<file path="src/rtl/usb_test_pkg.sv">
`default_nettype none
// ------------------------------------------------------------------
// usb_test_pkg : shared state encoding and handshake helper for the
//                USB packet test-path blocks.            Rev 1.0
// ------------------------------------------------------------------
package usb_test_pkg;

    typedef enum logic [1:0] {
        ST_IDLE = 2'b00,
        ST_SEND = 2'b01,
        ST_GAP  = 2'b10,
        ST_DONE = 2'b11
    } burst_state_t;

    localparam logic c_BEAT_VALID = 1'b1;
    localparam logic c_BEAT_IDLE  = 1'b0;

    function automatic logic hs_accept(input logic valid, input logic ready);
        return valid & ready;
    endfunction

endpackage
`default_nettype wire

</file>
<file path="src/rtl/usb_hist_shreg.sv">
`default_nettype none
// ------------------------------------------------------------------
// usb_hist_shreg : history shift register, buff[0] = previous cycle.
//                                                         Rev 1.0
// ------------------------------------------------------------------
module usb_hist_shreg #(
    parameter int HIST_W = 10
) (
    input  logic              clk,
    input  logic              reset,
    input  logic              d,
    output logic [HIST_W-1:0] buff
);

    generate
        if (HIST_W == 1) begin : g_single
            always_ff @(posedge clk or negedge reset) begin
                if (!reset) begin
                    buff <= '0;
                end else begin
                    buff <= d;
                end
            end
        end else begin : g_multi
            always_ff @(posedge clk or negedge reset) begin
                if (!reset) begin
                    buff <= '0;
                end else begin
                    buff <= {buff[HIST_W-2:0], d};
                end
            end
        end
    endgenerate

endmodule
`default_nettype wire

</file>
<file path="src/rtl/usb_burst_gen.sv">
`default_nettype none
// ------------------------------------------------------------------
// usb_burst_gen : valid/ready burst generator with gaps, stall
//                 timeout, abort and tx_valid history.    Rev 1.0
// ------------------------------------------------------------------
module usb_burst_gen #(
    parameter int DATA_W    = 8,
    parameter int BURST_LEN = 10,
    parameter int CNT_W     = 10,
    parameter int GAP       = 0,
    parameter int TIMEOUT   = 16,
    parameter int SEED      = 0,
    parameter int HIST_W    = 10
) (
    input  logic              clk,
    input  logic              reset,
    input  logic              send_data,
    input  logic              abort,
    input  logic              tx_ready,
    output logic              tx_valid,
    output logic [DATA_W-1:0] tx_data,
    output logic              busy,
    output logic              done,
    output logic              timeout_err,
    output logic [CNT_W-1:0]  beat_cnt,
    output logic [HIST_W-1:0] buff
);

    import usb_test_pkg::*;

    localparam int STALL_W = $clog2(TIMEOUT + 1);

    localparam logic [CNT_W-1:0]   c_BURST_LAST = CNT_W'(BURST_LEN);
    localparam logic [CNT_W-1:0]   c_GAP_LAST   = CNT_W'(GAP - 1);
    localparam logic [STALL_W-1:0] c_STALL_LAST = STALL_W'(TIMEOUT);
    localparam logic [DATA_W-1:0]  c_SEED       = DATA_W'(SEED);

    generate
        if (BURST_LEN < 1) begin : g_chk_burst_min
            $error("usb_burst_gen: BURST_LEN must be >= 1");
        end
        if (BURST_LEN >= (1 << CNT_W)) begin : g_chk_burst_max
            $error("usb_burst_gen: BURST_LEN must be < 2**CNT_W");
        end
        if (TIMEOUT < 1) begin : g_chk_timeout
            $error("usb_burst_gen: TIMEOUT must be >= 1");
        end
        if (GAP >= (1 << CNT_W)) begin : g_chk_gap
            $error("usb_burst_gen: GAP must be < 2**CNT_W");
        end
    endgenerate

    burst_state_t        r_state, w_state_nxt;
    logic [CNT_W-1:0]    r_beat_cnt, w_beat_cnt_nxt;
    logic [CNT_W-1:0]    r_gap_cnt, w_gap_cnt_nxt;
    logic [DATA_W-1:0]   r_data, w_data_nxt;
    logic [STALL_W-1:0]  r_stall_cnt, w_stall_cnt_nxt;
    logic                r_timeout_err, w_timeout_err_nxt;
    logic                w_handshake;
    logic [CNT_W-1:0]    w_beat_inc;
    logic [STALL_W-1:0]  w_stall_inc;

    assign tx_valid    = (r_state == ST_SEND) ? c_BEAT_VALID : c_BEAT_IDLE;
    assign busy        = (r_state != ST_IDLE);
    assign done        = (r_state == ST_DONE);
    assign timeout_err = r_timeout_err;
    assign tx_data     = r_data;
    assign beat_cnt    = r_beat_cnt;

    assign w_handshake = hs_accept(tx_valid, tx_ready);
    assign w_beat_inc  = r_beat_cnt + CNT_W'(1);
    assign w_stall_inc = r_stall_cnt + STALL_W'(1);

    always_comb begin
        w_state_nxt       = r_state;
        w_beat_cnt_nxt    = r_beat_cnt;
        w_gap_cnt_nxt     = r_gap_cnt;
        w_data_nxt        = r_data;
        w_stall_cnt_nxt   = r_stall_cnt;
        w_timeout_err_nxt = 1'b0;

        case (r_state)
            ST_IDLE: begin
                if (send_data) begin
                    w_state_nxt     = ST_SEND;
                    w_beat_cnt_nxt  = '0;
                    w_stall_cnt_nxt = '0;
                    w_data_nxt      = c_SEED;
                end
            end
            ST_SEND: begin
                if (w_handshake) begin
                    w_beat_cnt_nxt  = w_beat_inc;
                    w_data_nxt      = r_data + DATA_W'(1);
                    w_stall_cnt_nxt = '0;
                    if (w_beat_inc == c_BURST_LAST) begin
                        w_state_nxt = ST_DONE;
                    end else if (GAP > 0) begin
                        w_state_nxt   = ST_GAP;
                        w_gap_cnt_nxt = '0;
                    end
                end else begin
                    w_stall_cnt_nxt = w_stall_inc;
                    if (w_stall_inc == c_STALL_LAST) begin
                        w_state_nxt       = ST_IDLE;
                        w_timeout_err_nxt = 1'b1;
                    end
                end
            end
            ST_GAP: begin
                if (r_gap_cnt == c_GAP_LAST) begin
                    w_state_nxt = ST_SEND;
                end else begin
                    w_gap_cnt_nxt = r_gap_cnt + CNT_W'(1);
                end
            end
            ST_DONE: begin
                w_state_nxt = ST_IDLE;
            end
            default: begin
                w_state_nxt = ST_IDLE;
            end
        endcase

        // Abort overrides the state move but keeps any same-cycle beat count.
        if (abort && (r_state != ST_IDLE)) begin
            w_state_nxt       = ST_IDLE;
            w_timeout_err_nxt = 1'b0;
        end
    end

    always_ff @(posedge clk or negedge reset) begin
        if (!reset) begin
            r_state       <= ST_IDLE;
            r_beat_cnt    <= '0;
            r_gap_cnt     <= '0;
            r_data        <= c_SEED;
            r_stall_cnt   <= '0;
            r_timeout_err <= 1'b0;
        end else begin
            r_state       <= w_state_nxt;
            r_beat_cnt    <= w_beat_cnt_nxt;
            r_gap_cnt     <= w_gap_cnt_nxt;
            r_data        <= w_data_nxt;
            r_stall_cnt   <= w_stall_cnt_nxt;
            r_timeout_err <= w_timeout_err_nxt;
        end
    end

    usb_hist_shreg #(
        .HIST_W (HIST_W)
    ) u_hist (
        .clk   (clk),
        .reset (reset),
        .d     (tx_valid),
        .buff  (buff)
    );

endmodule
`default_nettype wire
</file>
<file path="config.mk">
export PLATFORM = sky130hd
export DESIGN_NAME = usb_burst_gen
export DESIGN_NICKNAME = d
export VERILOG_FILES = /design/src/rtl/usb_test_pkg.sv /design/src/rtl/usb_hist_shreg.sv /design/src/rtl/usb_burst_gen.sv
export SDC_FILE = /design/constraint.sdc
export NUM_CORES = 1
export LEC_CHECK = 0
export ABC_AREA = 0
export CAP_MARGIN = 40
export CORE_ASPECT_RATIO = 1.25
export CORE_MARGIN = 2
export CORE_UTILIZATION = 57
export DETAILED_ROUTE_END_ITERATION = 6
export PLACE_DENSITY = 0.95
export RECOVER_POWER = 50
export SLEW_MARGIN = 20
export SYNTH_ARGS = -nofsm -noshare
export SYNTH_HDL_FRONTEND = slang
export SYNTH_SLANG_ARGS = --single-unit
</file>
<file path="constraint.sdc">
create_clock -name clk -period 2.6 [get_ports clk]
set_input_delay 0.26 -clock clk [delete_from_list [all_inputs] [get_ports clk]]
set_output_delay 0.26 -clock clk [all_outputs]
set_load 0.005 [all_outputs]
</file>
== Word-level counts from Yosys, hierarchy flattened ==
Index checks and enable logic that the tools add are counted.

* Bits in writable memories: 0
* Bits in latches: 0
* Bits in read-only memories: 0
* Bits in registers: 46
* Word-level logic and storage cells: 54
* Input port bits: 5
* Memories: 0

* Shift operators: 0
* Order comparisons: 0
* Reduce and logical (&&, ||, !) cells: 8
* $mul: 0
* Bitwise gates (word level): 2
* Equal/unequal tests: 12
* Add/subtract/negate cells: 4
* Divide/modulo/power cells: 0
* Multiplexer cells: 21

{| class="wikitable"
|+ Operator list
! kind !! number
|-
| adder 10 x 1 -> 10 bit (second input constant) || 2
|-
| two-way mux 10 bit || 2
|-
| one-hot mux 10 bit (2 select lines) || 1
|-
| two-way mux 8 bit || 2
|-
| one-hot mux 8 bit (2 select lines) || 1
|-
| two-way mux 2 bit || 6
|-
| == test 10 bit (second input constant) || 1
|-
| == test 10 x 4 -> 1 bit (second input constant) || 1
|-
| two-way mux 5 bit || 2
|-
| one-hot mux 5 bit (2 select lines) || 1
|-
| adder 8 x 1 -> 8 bit (second input constant) || 1
|-
| inequality test 4 x 2 -> 1 bit (second input constant) || 2
|-
| one-hot mux 2 bit (4 select lines) || 1
|-
| inequality test 3 bit (second input constant) || 2
|-
| adder 5 x 1 -> 5 bit (second input constant) || 1
|-
| == test 5 bit (second input constant) || 1
|-
| two-way mux 1 bit || 5
|-
| == test 2 bit (second input constant) || 2
|-
| inequality test 2 bit (second input constant) || 2
|-
| AND reduction 2 bit || 2
|-
| AND reduction 4 bit || 1
|-
| nonzero test 2 bit || 2
|-
| AND reduction 3 bit || 1
|-
| == test 2 x 1 -> 1 bit (second input constant) || 1
|-
| 4 further kinds || 4
|}

== Longest topological paths before layout ==
* Depth after elaboration: 6
* Mapped depth: 7

== Cells and area by module ==
A second synthesis with hierarchy kept.

* Cell total of the unflattened synthesis: 203
* Area total of the unflattened synthesis: 2135.8 um^2

{| class="wikitable"
|+ Modules (own cells, without submodules)
! module !! cells each !! area each (um^2) !! instances !! sequential area each (um^2)
|-
| usb_burst_gen || 193 || 1885.6 || 1 || 900.9
|-
| usb_hist_shreg || 10 || 250.2 || 1 || 250.2
|}

== Least setup slack after synthesis ==
OpenSTA, ideal clock, no wires.

* Path type: register to register
* Start: reg r_beat_cnt[0] (netlist: beat_cnt[0])
* End: reg r_state[1]
* Data arrival time: 1701 ps
* Setup slack: 825 ps
* Cell stages (with the launch flop): 7
* Period minus slack after synthesis: 1775 ps
* Setup time: 74 ps
* Buffers on the path: 1
* Cell sequence: dfrtp_1 > ha_1 > and3_1 > buf_4 > o31a_1 > a2111o_1 > o21ai_2

* Cells in the longest elaborated chain, start to end: 4

{| class="wikitable"
|+ Ends and longest elaborated chain
! element !! line !! text
|-
| start, declared || usb_burst_gen.sv:54 || <nowiki>logic [CNT_W-1:0] r_beat_cnt, w_beat_cnt_nxt;</nowiki>
|-
| start signal, assigned || usb_burst_gen.sv:142 || <nowiki>r_beat_cnt <= w_beat_cnt_nxt;</nowiki>
|-
| adder 10 x 1 -> 10 bit || usb_burst_gen.sv:71 || <nowiki>assign w_beat_inc = r_beat_cnt + CNT_W'(1);</nowiki>
|-
| == test 10 x 4 -> 1 bit || usb_burst_gen.sv:96 || <nowiki>if (w_beat_inc == c_BURST_LAST) begin</nowiki>
|-
| inequality test 4 x 2 -> 1 bit (no line) || n/a ||
|-
| AND reduction 4 bit (no line) || n/a ||
|-
| end signal, assigned || usb_burst_gen.sv:141 || <nowiki>r_state <= w_state_nxt;</nowiki>
|-
| end, declared || usb_burst_gen.sv:53 || <nowiki>burst_state_t r_state, w_state_nxt;</nowiki>
|}

Every way passes these cells.
A chain may end at the register's enable or synchronous reset.

== Final worst setup path ==
* Start: reg r_state[0]
* End: out tx_valid

* Cells in the longest elaborated chain, start to end: 2

{| class="wikitable"
|+ Ends and longest elaborated chain
! element !! line !! text
|-
| == test 2 x 1 -> 1 bit || usb_burst_gen.sv:63 || <nowiki>assign tx_valid = (r_state == ST_SEND) ? c_BEAT_VALID : c_BEAT_IDLE;</nowiki>
|-
| two-way mux 1 bit || usb_burst_gen.sv:63 ||
|-
| end, declared || usb_burst_gen.sv:20 || <nowiki>output logic tx_valid,</nowiki>
|}

Every way passes these cells.

==> results.py <==
metrics = {
    "status": {
        "outcome": "finished clean",
    },
    "placed_design": {
        "hpwl_um": 3100,
        "port_buffers": 36,
        "place_inst": 287,
        "placed_area_um2": 2600,
        "gp_congestion": 0.861,
    },
    "layout": {
        "layout_common_cells": "dfrtp_1, clkdlybuf4s50_1, nor2_1, o21ai_0, nand2_1",
        "syn_to_final_growth_pct": 20.3,
        "n_antenna_cell": 0,
        "design_area_um2": 2670,
        "layout.cells.non_filler": 294,
        "drive_above_1_share_pct": 7.87,
        "layout_commonest_cell": "dfrtp_1",
        "nets": 265,
        "fillers": 277,
    },
    "worst_setup_path": {
        "crit_chain": "nand2b_1 -> inv_1 -> clkdlybuf4s50_1",
        "critical_path.top_delay_family": "buffers and inverters",
        "critical_path_buf_inv_count": 2,
        "cp.depth": 3,
        "crit_path_start_kind": "flip-flop",
        "critPathArrivalTime_ns": 1.63,
        "cp_max_fo": 9,
        "critPathRequiredTime_ns": 2.34,
        "r2r_cells": 6,
        "end_kind": "primary output",
        "worstSetupPathType": "flip-flop to primary output",
        "critPathSlowestCell": "dfrtp_1",
        "regToRegSetupSlack_ns": 0.71,
        "crit_path_max_incr_delay_ns": 0.53,
    },
    "global_route": {
        "grt_pass1_vias": 1670,
        "grt_overflow": 0,
        "antenna_found_initial": 0,
        "grt_usage_pct": 22.0,
        "grt_first_pass_wirelength_um": 7260,
        "grt_start_max_net_pins": 35,
    },
    "logic_synthesis": {
        "synthTopCellsByArea": "dfrtp_1, xor2_1, o21ai_0",
        "syn_inst": 216,
        "yosysTopAreaCellShare_pct": 51.8,
        "synth_seq_cells": 46,
        "synth_fp_nets": 226,
        "synth_area_per_cell_um2": 10.3,
        "yosys_warnings": 0,
        "syn_area_um2": 2220,
        "ys_seq_area_share_pct": 51.8,
        "synth_edf_count": 0,
        "synth_cell_type_count": 46,
        "async_flop_share_pct": 100,
        "yosys.area.top_type": "dfrtp_1",
        "ys_dominant_reg_cell": "dfrtp_1",
    },
    "cts": {
        "clock_sinks": 46,
        "cts_resized": 0,
        "cts_max_level": 2,
        "clkSlewWorstSetupHoldPaths_ns": 0.07,
        "clock_latency_ns": 0.29,
        "clock_path_buffers": 2,
        "cts_made_buffers": 5,
        "cts_root_buffer": "clkbuf_8",
        "cts_tree": "built",
    },
    "floorplan": {
        "num_rows": 25,
        "die-area_um2": 4420,
        "die_h_um": 73.8,
        "die_w_um": 59.8,
        "core_area_um2": 3750,
        "initial_utilization_pct": 59.2,
        "num_io_pins": 37,
    },
    "power_and_ir_drop": {
        "cellLeakagePower_nw": 1.16,
        "p_per_area_nw_per_um2": 562,
        "ir_drop_mv": 0.399,
    },
    "sta": {
        "period_minus_slack_ns": 1.89,
        "setup_viol": 0,
        "finalClockSkew_ns": 0.00730,
        "min_period_over_period_pct": 72.9,
        "worstMarginPinSlew_ns": 0.819,
        "rsz0062_at_grt": "false",
        "max_freq_ghz": 0.528,
        "slew_violations": 0,
        "finalHoldViolCount": 0,
        "setup_tns_ns": 0,
        "slew_headroom_pct": 45.4,
    },
    "job": {
        "cap_violations": 0,
    },
    "detailed_routing": {
        "drt-initial-drc-count": 59,
        "routed_wl_um": 4340,
        "drc": 0,
        "viasPerCell": 6.00,
        "drt.antenna.violating_nets": 0,
        "num_vias": 1765,
        "dr.pass1.iters": 4,
        "wl_per_cell_um": 14.8,
    },
    "hold_path": {
        "hold_class": "flip-flop to flip-flop",
        "min_path_cells": 0,
    },
}
metal layers:
metal | GRT usage [%] | vias to the layer above | share of wire [%]
met2 | 33.9 | 49 | 51
met3 | 6.16 | 9 | 5.3
met1 | 27.8 | 868 | 42
li1 | - | 839 | -
met5 | 0 | - | 0
met4 | 11.4 | 0 | 2.0
flip-flops by register name, summed over array words and instances, names as in the netlist:
name	count
beat_cnt	10
r_gap_cnt	10
u_hist.buff	10
tx_data	8
r_stall_cnt	5
r_state	2
timeout_err	1
stage by stage:
step | hold WS, ns | setup WS, ns | util [%] | total power [mW]
6_report | 0.377 | 0.706 | 71.2 | 1.50
5_1_grt | 0.387 | 0.526 | 71.2 | 1.59
4_1_cts | 0.374 | 0.696 | 71.8 | 1.52
3_5_place_dp | 0.171 | 0.694 | 69.3 | 1.10
3_3_place_gp | 0.354 | 0.762 | 68.8 | 1.09
2_1_floorplan | -0.0356 | 0.825 | - | 0.942
path summary, 6_finish.rpt:
kind	startpoint	end
max	r_state[0]$_DFFE_PN0P_	tx_valid
min	u_hist.buff[5]$_DFF_PN0_	u_hist.buff[6]$_DFF_PN0_
max reg2reg	beat_cnt[0]$_DFFE_PN0P_	r_state[1]$_DFFE_PN0P_
min reg2reg	u_hist.buff[5]$_DFF_PN0_	u_hist.buff[6]$_DFF_PN0_
max in group asynchronous	reset	u_hist.buff[5]$_DFF_PN0_
min in group asynchronous	reset	beat_cnt[5]$_DFFE_PN0P_
Yosys cell counts, types with 2 or more instances:
| library cell | instances |
|---|---|
| and2_1 | 6 |
| buf_6 | 3 |
| nor2_1 | 22 |
| o21ai_1 | 2 |
| a31oi_1 | 3 |
| xnor2_1 | 5 |
| nand3_1 | 11 |
| xor2_1 | 13 |
| nand4_2 | 2 |
| nand4_1 | 7 |
| o31ai_1 | 3 |
| inv_1 | 3 |
| dfrtp_1 | 46 |
| and3_1 | 4 |
| nand2b_1 | 2 |
| o21ai_0 | 22 |
| ha_1 | 5 |
| buf_2 | 3 |
| nor3_1 | 5 |
| a21oi_1 | 3 |
| nand2_1 | 19 |
| a22o_1 | 2 |
| mux2i_1 | 2 |
cell type report:
type | count | area, um^2 | share of cell area (%)
Tap cell | 40 | 50.0 | 1.87
Timing Repair Buffer | 40 | 384 | 14.4
Multi-Input combinational cell | 158 | 990 | 37.0
Inverter | 4 | 15.0 | 0.562
Clock buffer | 6 | 82.6 | 3.09
Sequential cell | 46 | 1150 | 43.1
power by group:
group	total (mW)	switching (mW)	internal, mW
logic	0.248	0.109	0.139
clock network	0.421	0.216	0.205
registers	0.835	0.0642	0.770
cell families (layout without fill, tap and decap cells):
| logic type | Yosys count | in the layout | share of synthesized area, % |
|---|---|---|---|
| AO/OA/AOI/OAI | 44 | 44 | 12.4 |
| XOR/XNOR | 18 | 18 | 7.09 |
| adder cells (fa/ha/maj) | 5 | 5 | 2.82 |
| buffers and inverters | 12 | 50 | 3.38 |
| flip-flops | 46 | 46 | 51.8 |
| multiplexers | 3 | 3 | 1.41 |
| AND/OR/NAND/NOR | 88 | 88 | 21.1 |
what timing repair did:
item	CTS	global route
endpoints found under the hold margin	12	0
hold buffers	1	0
buffers inserted	0	0
No activity file was read; power rests on OpenSTA's default activity.
